$ cat src/rtl/mul_pkg.sv
// Shared types and defaults for the shift-and-add multiplier.
//   mul_state_e          : controller states
//   MUL_FIX_VAL_DEFAULT  : raw product that the fixup step bumps by one
package mul_pkg;

    typedef enum logic [2:0] {
        IDLE,
        SETUP,
        RUN,
        FIX,
        DONE
    } mul_state_e;

    localparam int unsigned MUL_FIX_VAL_DEFAULT = 10;

endpackage

$ cat src/rtl/shift_add_mul_unit.sv
// Iterative shift-and-add multiplier, one product per valid/ready transaction.
// Timing: accept edge, one setup edge, WIDTH iteration edges, one fixup edge;
// out_valid is visible after the (WIDTH+2)th edge following the accept edge.
// Ports:
//   clk, rst                    clock and synchronous active-high reset
//   in_valid/in_ready/in_a/in_b operand handshake (a = multiplicand, b = multiplier)
//   out_valid/out_ready         result handshake, result held until accepted
//   out_result                  product mod 2^WIDTH, after optional fixup
//   busy                        high in SETUP, RUN and FIX
//   done_cnt                    number of results accepted, wraps at 2^32
module shift_add_mul_unit
    import mul_pkg::*;
#(
    parameter int unsigned WIDTH   = 32,
    parameter int unsigned FIX_EN  = 1,
    parameter int unsigned FIX_VAL = MUL_FIX_VAL_DEFAULT
) (
    input  logic             clk,
    input  logic             rst,
    input  logic             in_valid,
    output logic             in_ready,
    input  logic [WIDTH-1:0] in_a,
    input  logic [WIDTH-1:0] in_b,
    output logic             out_valid,
    input  logic             out_ready,
    output logic [WIDTH-1:0] out_result,
    output logic             busy,
    output logic [31:0]      done_cnt
);

    localparam int unsigned    IterW    = $clog2(WIDTH + 1);
    localparam logic [IterW-1:0] LastIter = IterW'(WIDTH - 1);
    localparam logic [WIDTH-1:0] FixVal   = WIDTH'(FIX_VAL);

    mul_state_e       state_q, state_d;
    logic [WIDTH-1:0] a_q, a_d;
    logic [WIDTH-1:0] b_q, b_d;
    logic [WIDTH-1:0] acc_q, acc_d;
    logic [IterW-1:0] iter_q, iter_d;
    logic [WIDTH-1:0] result_q, result_d;
    logic             out_valid_q, out_valid_d;
    logic [31:0]      done_cnt_q, done_cnt_d;

    always_ff @(posedge clk) begin
        if (rst) begin
            state_q     <= IDLE;
            a_q         <= '0;
            b_q         <= '0;
            acc_q       <= '0;
            iter_q      <= '0;
            result_q    <= '0;
            out_valid_q <= 1'b0;
            done_cnt_q  <= '0;
        end else begin
            state_q     <= state_d;
            a_q         <= a_d;
            b_q         <= b_d;
            acc_q       <= acc_d;
            iter_q      <= iter_d;
            result_q    <= result_d;
            out_valid_q <= out_valid_d;
            done_cnt_q  <= done_cnt_d;
        end
    end

    always_comb begin
        state_d     = state_q;
        a_d         = a_q;
        b_d         = b_q;
        acc_d       = acc_q;
        iter_d      = iter_q;
        result_d    = result_q;
        out_valid_d = out_valid_q;
        done_cnt_d  = done_cnt_q;
        in_ready    = 1'b0;

        case (state_q)
            IDLE: begin
                in_ready = 1'b1;
                if (in_valid) begin
                    a_d     = in_a;
                    b_d     = in_b;
                    acc_d   = '0;
                    iter_d  = '0;
                    state_d = SETUP;
                end
            end
            SETUP: begin
                state_d = RUN;
            end
            RUN: begin
                // Always WIDTH iterations, even once b is exhausted, to keep fixed latency.
                if (b_q[0]) begin
                    acc_d = acc_q + a_q;
                end
                a_d    = a_q << 1;
                b_d    = b_q >> 1;
                iter_d = iter_q + IterW'(1);
                if (iter_q == LastIter) begin
                    state_d = FIX;
                end
            end
            FIX: begin
                if ((FIX_EN != 0) && (acc_q == FixVal)) begin
                    result_d = acc_q + WIDTH'(1);
                end else begin
                    result_d = acc_q;
                end
                out_valid_d = 1'b1;
                state_d     = DONE;
            end
            DONE: begin
                in_ready = out_ready;
                if (out_ready) begin
                    out_valid_d = 1'b0;
                    done_cnt_d  = done_cnt_q + 32'd1;
                    // Retire and accept on the same edge so back-to-back pairs see no bubble.
                    if (in_valid) begin
                        a_d     = in_a;
                        b_d     = in_b;
                        acc_d   = '0;
                        iter_d  = '0;
                        state_d = SETUP;
                    end else begin
                        state_d = IDLE;
                    end
                end
            end
            default: begin
                state_d = IDLE;
            end
        endcase
    end

    assign out_valid  = out_valid_q;
    assign out_result = result_q;
    assign done_cnt   = done_cnt_q;
    assign busy       = (state_q == SETUP) || (state_q == RUN) || (state_q == FIX);

endmodule

$ cat config.mk
export PLATFORM = sky130hd
export DESIGN_NAME = shift_add_mul_unit
export DESIGN_NICKNAME = d
export VERILOG_FILES = /design/src/rtl/mul_pkg.sv /design/src/rtl/shift_add_mul_unit.sv
export SDC_FILE = /design/constraint.sdc
export NUM_CORES = 1
export LEC_CHECK = 0
export CORE_MARGIN = 1.5
export CORE_UTILIZATION = 50
export CTS_CLUSTER_DIAMETER = 80
export CTS_CLUSTER_SIZE = 24
export DETAILED_ROUTE_END_ITERATION = 10
export PLACE_DENSITY = 0.75
export SYNTH_ARGS = -nofsm -noshare
export SYNTH_HDL_FRONTEND = slang
export SYNTH_SLANG_ARGS = --single-unit
$ cat constraint.sdc
create_clock -name clk -period 5.3 [get_ports clk]
set_input_delay 1.59 -clock clk [delete_from_list [all_inputs] [get_ports clk]]
set_output_delay 1.59 -clock clk [all_outputs]
set_load 0.02 [all_outputs]
Word-level counts from Yosys, hierarchy flattened
Cells that the tools add are included.
{ "totals": {"word_cells": 54, "reg_bits": 170, "output_inout_bits": 67, "inputBits": 68} }
{ "classes": {"n_reduce_logical": 10, "mux": 22, "eq_ne": 10, "addsub": 4} }
{ "op_table": {"columns": ["cell", "n"], "rows": [
  ["one-hot mux 32 bit (3 select lines)", 3],
  ["2-to-1 mux 32 bit", 8],
  ["adder 32 x 1 -> 32 bit (second input constant)", 2],
  ["adder 32 bit", 1],
  ["== test 32 x 4 -> 1 bit (second input constant)", 1],
  ["one-hot mux 6 bit (3 select lines)", 1],
  ["one-hot mux 3 bit (5 select lines)", 1],
  ["2-to-1 mux 6 bit", 2],
  ["2-to-1 mux 3 bit", 3],
  ["inequality test 2 bit (second input constant)", 4],
  ["adder 6 x 1 -> 6 bit (second input constant)", 1],
  ["== test 3 x 2 -> 1 bit (second input constant)", 2],
  ["== test 6 x 5 -> 1 bit (second input constant)", 1],
  ["AND reduction 2 bit", 3],
  ["AND reduction 3 bit", 2],
  ["one-hot mux 1 bit (2 select lines)", 2],
  ["== test 3 x 1 -> 1 bit (second input constant)", 1],
  ["== test 3 bit (second input constant)", 1],
  ["logical NOT 3 bit", 1],
  ["nonzero test 3 bit", 1],
  ["logical OR 1 bit", 2],
  ["2-to-1 mux 1 bit", 2],
  ["nonzero test 2 bit", 1]
]} }

Logic depth before layout (Yosys ltp)
Gate-level depths: netlist of the first run.
{ "logic_depth": {"ltp_word": 3, "mapped_depth": 13, "depth_no_buf": 13} }

Least setup slack after synthesis of the first run
OpenSTA, ideal clock, no wires.
{ "synth_path": {"path_kind": "input port to output port", "startpoint": "in out_ready", "endpoint": "out in_ready", "path_buffers": 0, "arrival_time_ns": 2.164, "path_slack_ns": 1.546, "required_time_ns": 3.710, "cell_stages": 2, "path_cell_list": "nor2b_1 -> nor3_1"} }
{ "synth_between": {"elab_chain_len": 1} }
{ "synth_rtl": {"columns": ["element", "line", "text"], "rows": [
  ["from (decl)", "shift_add_mul_unit.sv:25", "input logic out_ready,"],
  ["one-hot mux 1 bit (2 select lines)", "shift_add_mul_unit.sv:77", "case (state_q)"],
  ["to (decl)", "shift_add_mul_unit.sv:21", "output logic in_ready,"]
]} }
No other way between the ends.

Worst setup path in the final report of the first run
Ends and elaborated chain as after synthesis.

==> results of run 1 <==
## layout make-up
cell class,instances,area (µm²)
timing repair buffer,141,1390
tap,220,275
fill,1450,6110
multi-input combinational,814,4670
clock inverter,15,151
clock buffer,17,425
sequential,170,3400
inverter,11,41.3
## cells by family (layout without fill, tap and decap cells)
kind of cell | after synthesis | count (layout) | synth area share
compound gates | 222 | 222 | 0.180
buf+inv | 75 | 184 | 0.0363
fa+ha+maj | 36 | 36 | 0.0547
xor+xnor | 60 | 60 | 0.0628
flops | 170 | 170 | 0.407
mux | 3 | 3 | 0.00374
simple gates | 493 | 493 | 0.255
## power breakdown
group / switching (mW) / internal [mW]
clock network: 0.579 / 0.626
logic: 0.269 / 0.187
registers: 0.0640 / 1.36
total: 0.912 / 2.17
## worst max-delay path, delay by kind of cell
| kind | cells | cell delay (ps) |
|---|---|---|
| and+or+nand+nor | 2 | 340 |
| buffers and inverters | 2 | 1190 |
## flip-flops by register name (all words and copies together) (netlist names)
signal and count:
a_q 32, acc_q 32, b_q 32, done_cnt 32
out_result 32, iter_q 6, state_q 3, out_valid 1
## placed cells by master, fill, tap and decap left out, types with 3 or more instances in the layout
master / synthesis / routed
nor3_1: 13 / 13
a22o_1: 4 / 4
clkbuf_16: 0 / 17
o21ai_1: 4 / 4
a21oi_1: 70 / 70
nand2_1: 243 / 242
nand4_1: 9 / 9
o21ai_0: 27 / 27
and2_1: 4 / 3
a311oi_1: 62 / 62
ha_1: 35 / 35
dfxtp_1: 170 / 170
a31oi_1: 7 / 7
clkinv_4: 0 / 3
nand2b_1: 6 / 6
nor2_1: 136 / 136
clkdlybuf4s50_1: 0 / 133
o21a_1: 3 / 3
and3_1: 12 / 12
o211ai_1: 4 / 4
a21o_1: 8 / 8
buf_4: 1 / 8
nor2b_1: 9 / 9
nand3_1: 31 / 31
a22oi_1: 10 / 10
xor2_1: 35 / 35
nor4_1: 8 / 8
inv_1: 11 / 11
a211oi_1: 5 / 5
inv_6: 0 / 5
or3_1: 6 / 6
xnor2_1: 25 / 25
inv_8: 0 / 3
## worst paths after layout
kind,to,slack (ps)
min,out_result[23]$_SDFFE_PP0P_,450
max reg2reg,acc_q[30]$_SDFFE_PP0P_,2050
max,in_ready,580
min reg2reg,out_result[23]$_SDFFE_PP0P_,450
## synth_stat cells, drive strengths merged, types with 9 or more instances
cell      n  area (µm²)
o21ai    31         155
xnor2    25         219
a22oi    10        75.1
nor3     15        91.3
clkbuf   56         210
nand3    32         173
ha       35         438
nand2   244         918
nor2    137         522
nor2b     9        56.3
inv      11        41.3
nand4     9        56.3
a21oi    70         350
dfxtp   170        3400
xor2     35         307
and3     13        86.3
a311oi   62         543
## stage by stage
step	setup slack [ps]	util	hold slack [ps]	total power [mW]	cells
after CTS	589	0.629	456	3.10	1388
after detailed placement	608	0.594	447	1.91	1356
after floorplan	1550	-	445	1.76	1059
after global placement	620	0.594	442	1.89	1356
final	580	0.629	452	3.08	1388
after global routing	486	0.629	473	3.23	1388
## metal layers
layer,track usage,vias to the layer above
met5,0,-
met4,0.0720,0
met3,0.0550,25
li1,-,3903
met2,0.373,215
met1,0.320,3559
==> reports/results.tsv, run 1 <==
stage	metric	value	unit
run	cap_violations	0	
layout	design_area	10400	µm²
clock_tree	path_clk_slew	60	ps
floorplan	io_pins	135	
drt	dr_wl_met2	9100	µm
synthesis	ys_warn_count	0	
place	placed_area	9780	µm²
worst_setup_path	cp_max_fo	3	
drt	vias	7702	
grt	grt-ovfl-total	0	
power	ir_drop	0.271	mV
place	gp_congestion	0.924	
clock_tree	numCtsBuffers	17	
floorplan	design.core.area	16500	µm²
floorplan	die_h	132	µm
place	port_buffers	134	
drt	top_layer_used	met4	
clock_tree	cts_hold_buf	0	
synthesis	synthArstFlopShare	0	
worst_setup_path	path_class	in2out	
clock_tree	post_cts_buffers	0	
clock_tree	h-tree-depth	4	
synthesis	ys.flop_type	dfxtp_1	
sta	worst_pin_slew	1170	ps
sta	skew	9.72	ps
clock_tree	clock-sinks	170	
grt	globalRouteTotalUtil	0.236	
synthesis	syn-num-nets	1163	
worst_setup_path	cp-start-kind	input port	
layout	area_growth	23.7	%
power	leakage	3.99	nW
drt	drt_iter0_markers	545	
min_path	min_from	out_result[23]$_SDFFE_PP0P_	
drt	wl_met3	1190	µm
run_status	status	complete, no violations	
layout	diodes	0	
synthesis	postSynthCellCount	1059	
floorplan	initial_utilization	0.508	
grt	grt_pass1_vias	7089	
worst_setup_path	crit_path_end_kind	output port	
worst_setup_path	crit_start	out_ready	
worst_setup_path	critPathArrivalTime	3130	ps
sta	finalCritPeriodShare	0.891	
layout	layout-drive-gt1-share	0.0462	
worst_setup_path	crit_path_top_delay_cell	clkdlybuf4s50_1	
worst_setup_path	r2r_start	acc_q[0]$_SDFFE_PP0P_	
drt	drtPass1Iterations	5	
synthesis	synth_cell_types	66	
worst_setup_path	cp_common_cell	clkdlybuf4s50_1	
sta	setup_viol	0	
worst_setup_path	crit_path_cell_trace	clkdlybuf4s50_1, nor2b_1, nor3_1, clkdlybuf4s50_1	
synthesis	synth_edf_count	0	
worst_setup_path	required	3710	ps
place	hpwl	14000	µm
clock_tree	clock_latency	440	ps
synthesis	ys_seq_elements	170	
synthesis	ys_seq_area_frac	0.407	
grt	antenna_found_initial	0	
layout	final_nets	1259	
drt	drcViolationCount	0	
min_path	hold_depth	2	
drt	wl	20000	µm
sta	hold_violations	0	
sta	rsz0062_at_grt	false	
drt	drt-met1-wl	9470	µm
grt	grt_pass1_wl	34100	µm
drt	avgRoutedWirePerCell	14.4	µm
sta	relSlewSlack	0.219	
drt	via_per_inst	5.55	
worst_setup_path	slowest_delay	690	ps
clock_tree	cts_tree	yes	
clock_tree	cts_buffer_depth	2	
sta	setup_tns	0	ps
sta	max_freq	0.212	GHz
drt	ant_nets	0	
floorplan	die_w	132	µm
floorplan	rows	47	
min_path	hp-class	reg2reg	
power	pwr_density_cell	298	nW/µm²
clock_tree	postCtsResizedCells	0	
clock_tree	cts_root_buf	clkbuf_16	
floorplan	dieArea	17500	µm²
grt	grt_max_degree	126	
worst_setup_path	r2r_cells	13	
sta	slew_violations	0	
synthesis	postSynthAreaPerCell	7.90	µm²
sta	layout_min_cycle_time	4720	ps
synthesis	netlist_area	8370	µm²
(Power assumes the default switching activity.)
==> run 2, diff against run 1 <==
Settings changed: CORE_UTILIZATION 50 to 49, HOLD_SLACK_MARGIN from default to 0.12, PLACE_DENSITY 0.75 to 0.77.
Clock period 5.3 ns to 3.9 ns, I/O delays scaled along.
==> run 2 against run 1 <==
Effect of this change: total power increased by 36%; die area increased by 2.0%; final cell count up 0.43%; core utilization decreased by 0.39 points; largest cell class unchanged; non-clock buffer count up 6; global-route usage is 0.67 points lower; register-to-register slack got worse by 1300 ps; combinational power is 39% higher; worst hold slack improved by 4.3 ps; critical path depth is the same; clock power up 36%; flip-flop and latch count unchanged.
==> reports/results.tsv, run 2 (same netlist as run 1, synthesis figures left out) <==
stage	metric	value	unit	change
sta	rsz0062_at_grt	false		unchanged
worst_setup_path	crit_path_cell_trace	clkdlybuf4s50_1, nor2b_1, nor3_1, clkdlybuf4s50_1		unchanged
worst_setup_path	cp_common_cell	clkdlybuf4s50_1		unchanged
worst_setup_path	cp-start-kind	input port		unchanged
floorplan	die_h	134	µm	was 132 µm
worst_setup_path	crit_start	out_ready		unchanged
sta	slew_violations	0		unchanged
sta	setup_viol	0		unchanged
worst_setup_path	slowest_delay	670	ps	was 690 ps
place	gp_congestion	0.932		was 0.924
clock_tree	numCtsBuffers	17		unchanged
grt	antenna_found_initial	0		unchanged
sta	hold_violations	0		unchanged
layout	final_common_cell	nand2_1		unchanged
power	leakage	4.02	nW	was 3.99 nW
power	total_power	4.19	mW	was 3.08 mW
layout	diodes	0		unchanged
clock_tree	postCtsResizedCells	0		unchanged
layout	post-route-util	0.625		was 0.629
power	pwr_density_cell	403	nW/µm²	was 298 nW/µm²
worst_setup_path	required	2730	ps	was 3710 ps
place	preCtsSetupSlack	86.0	ps	was 608 ps
layout	layout-drive-gt1-share	0.0511		was 0.0462
min_path	hp-class	reg2reg		unchanged
floorplan	die_w	134	µm	was 132 µm
sta	holdWs	456	ps	was 452 ps
place	port_buffers	134		unchanged
worst_setup_path	crit_path_top_delay_cell	clkdlybuf4s50_1		unchanged
drt	drt_iter0_markers	416		was 545
sta	relSlewSlack	0.418		was 0.219
place	hpwl	13900	µm	was 14000 µm
grt	grt_max_degree	86		was 126
sta	skew	13.3	ps	was 9.72 ps
sta	layout_min_cycle_time	3830	ps	
drt	ant_nets	0		unchanged
clock_tree	clock-sinks	170		unchanged
worst_setup_path	cp-endpoint	in_ready		unchanged
clock_tree	post_cts_buffers	0		unchanged
worst_setup_path	path_class	in2out		unchanged
floorplan	io_pins	135		unchanged
worst_setup_path	crit_path_end_kind	output port		unchanged
clock_tree	cts_root_buf	clkbuf_16		unchanged
worst_setup_path	crit_family	buffers and inverters		unchanged
worst_setup_path	timing.rr.end	acc_q[28]$_SDFFE_PP0P_		was acc_q[30]$_SDFFE_PP0P_
sta	setup_tns	0	ps	unchanged
layout	fillers	1438		was 1450
worst_setup_path	path_buf_inv	2		unchanged
run_status	status	complete, no violations		unchanged
clock_tree	clock_latency	430	ps	was 440 ps
drt	avgRoutedWirePerCell	14.2	µm	was 14.4 µm
grt	grt_pass1_vias	7196		was 7089
worst_setup_path	r2r_cells	13		unchanged
layout	final_cell_mix	242 x nand2_1, 170 x dfxtp_1, 136 x nor2_1		unchanged
grt	grt_pass1_wl	33700	µm	was 34100 µm
grt	grt-ovfl-total	0		unchanged
sta	worst_pin_slew	873	ps	was 1170 ps
drt	vias	7672		was 7702
drt	wl	19800	µm	was 20000 µm
worst_setup_path	critPathArrivalTime	2660	ps	was 3130 ps
worst_setup_path	path_depth	4		unchanged
floorplan	dieArea	17900	µm²	was 17500 µm²
drt	via_per_inst	5.50		was 5.55
layout	area_growth	24.3	%	was 23.7%
floorplan	initial_utilization	0.503		was 0.508
clock_tree	cts_tree	yes		unchanged
clock_tree	path_clk_slew	70	ps	was 60 ps
worst_setup_path	rrSetupSlack	750	ps	was 2050 ps
grt	globalRouteTotalUtil	0.229		was 0.236
layout	final_nets	1265		was 1259
sta	worst_slack	67.9	ps	was 580 ps
clock_tree	h-tree-depth	4		unchanged
sta	finalCritPeriodShare	0.983		
clock_tree	cts_buffer_depth	2		unchanged
floorplan	rows	47		unchanged
worst_setup_path	r2r_start	acc_q[0]$_SDFFE_PP0P_		unchanged
clock_tree	cts_hold_buf	0		unchanged
run	cap_violations	0		unchanged
drt	drcViolationCount	0		unchanged
worst_setup_path	cp_max_fo	3		unchanged
drt	drtPass1Iterations	5		unchanged
floorplan	design.core.area	16600	µm²	was 16500 µm²
power	ir_drop	0.314	mV	was 0.271 mV
sta	max_freq	0.261	GHz	
-- run 2: final cells by class --
class | count | area (µm²) | share of cell area
Tap cell | 220 | 275 | 0.0265
Clock buffer | 18 | 439 | 0.0422
Multi-Input combinational cell | 814 | 4670 | 0.449
Timing Repair Buffer | 147 | 1450 | 0.139
Sequential cell | 170 | 3400 | 0.327
Clock inverter | 14 | 126 | 0.0122
Inverter | 11 | 41.3 | 0.00397
-- run 2: worst min-delay path by stage --
stage | startpoint | to | slack (ps) | cells past startpoint
3_5_place_dp | out_result[14]$_SDFFE_PP0P_ | out_result[14]$_SDFFE_PP0P_ | 450 | 2
2_1_floorplan | acc_q[31]$_SDFFE_PP0P_ | out_result[31]$_SDFFE_PP0P_ | 450 | 2
5_1_grt | out_result[13]$_SDFFE_PP0P_ | out_result[13]$_SDFFE_PP0P_ | 470 | 2
6_report | out_result[14]$_SDFFE_PP0P_ | out_result[14]$_SDFFE_PP0P_ | 460 | 2
4_1_cts | out_result[14]$_SDFFE_PP0P_ | out_result[14]$_SDFFE_PP0P_ | 460 | 2
3_3_place_gp | out_result[27]$_SDFFE_PP0P_ | out_result[27]$_SDFFE_PP0P_ | 440 | 2
-- run 2: per-layer routing --
metal  share of wire  GRT usage  vias up
li1                -          -     3899
met3           0.051     0.0449       19
met2            0.45      0.364      194
met1            0.49      0.318     3560
met5               0          0        -
met4           0.011     0.0622        0
-- run 2: stage by stage --
stage	cell area [µm²]	std cells
3_3_place_gp	9830	1362
5_1_grt	10400	1394
2_1_floorplan	8370	1059
6_report	10400	1394
4_1_cts	10400	1394
3_5_place_dp	9830	1362
-- run 2: worst min-delay path, stage by stage, from the launching register on --
cell and delay (ps):
dfxtp_1 310, nand2_1 50, a21oi_1 50
-- run 2: power by group --
group | switching, mW | total, mW | leakage, nW | internal [mW]
logic | 0.369 | 0.632 | 2.36 | 0.263
clock network | 0.765 | 1.63 | 0.276 | 0.860
registers | 0.0871 | 1.93 | 1.38 | 1.85
total | 1.22 | 4.19 | 4.02 | 2.97
==> run 3, diff against run 2 <==
Settings changed: SKIP_LAST_GASP from default to 1.
==> results of run 3 <==
The final DEF is identical to that of run 2; final timing and power are the same.
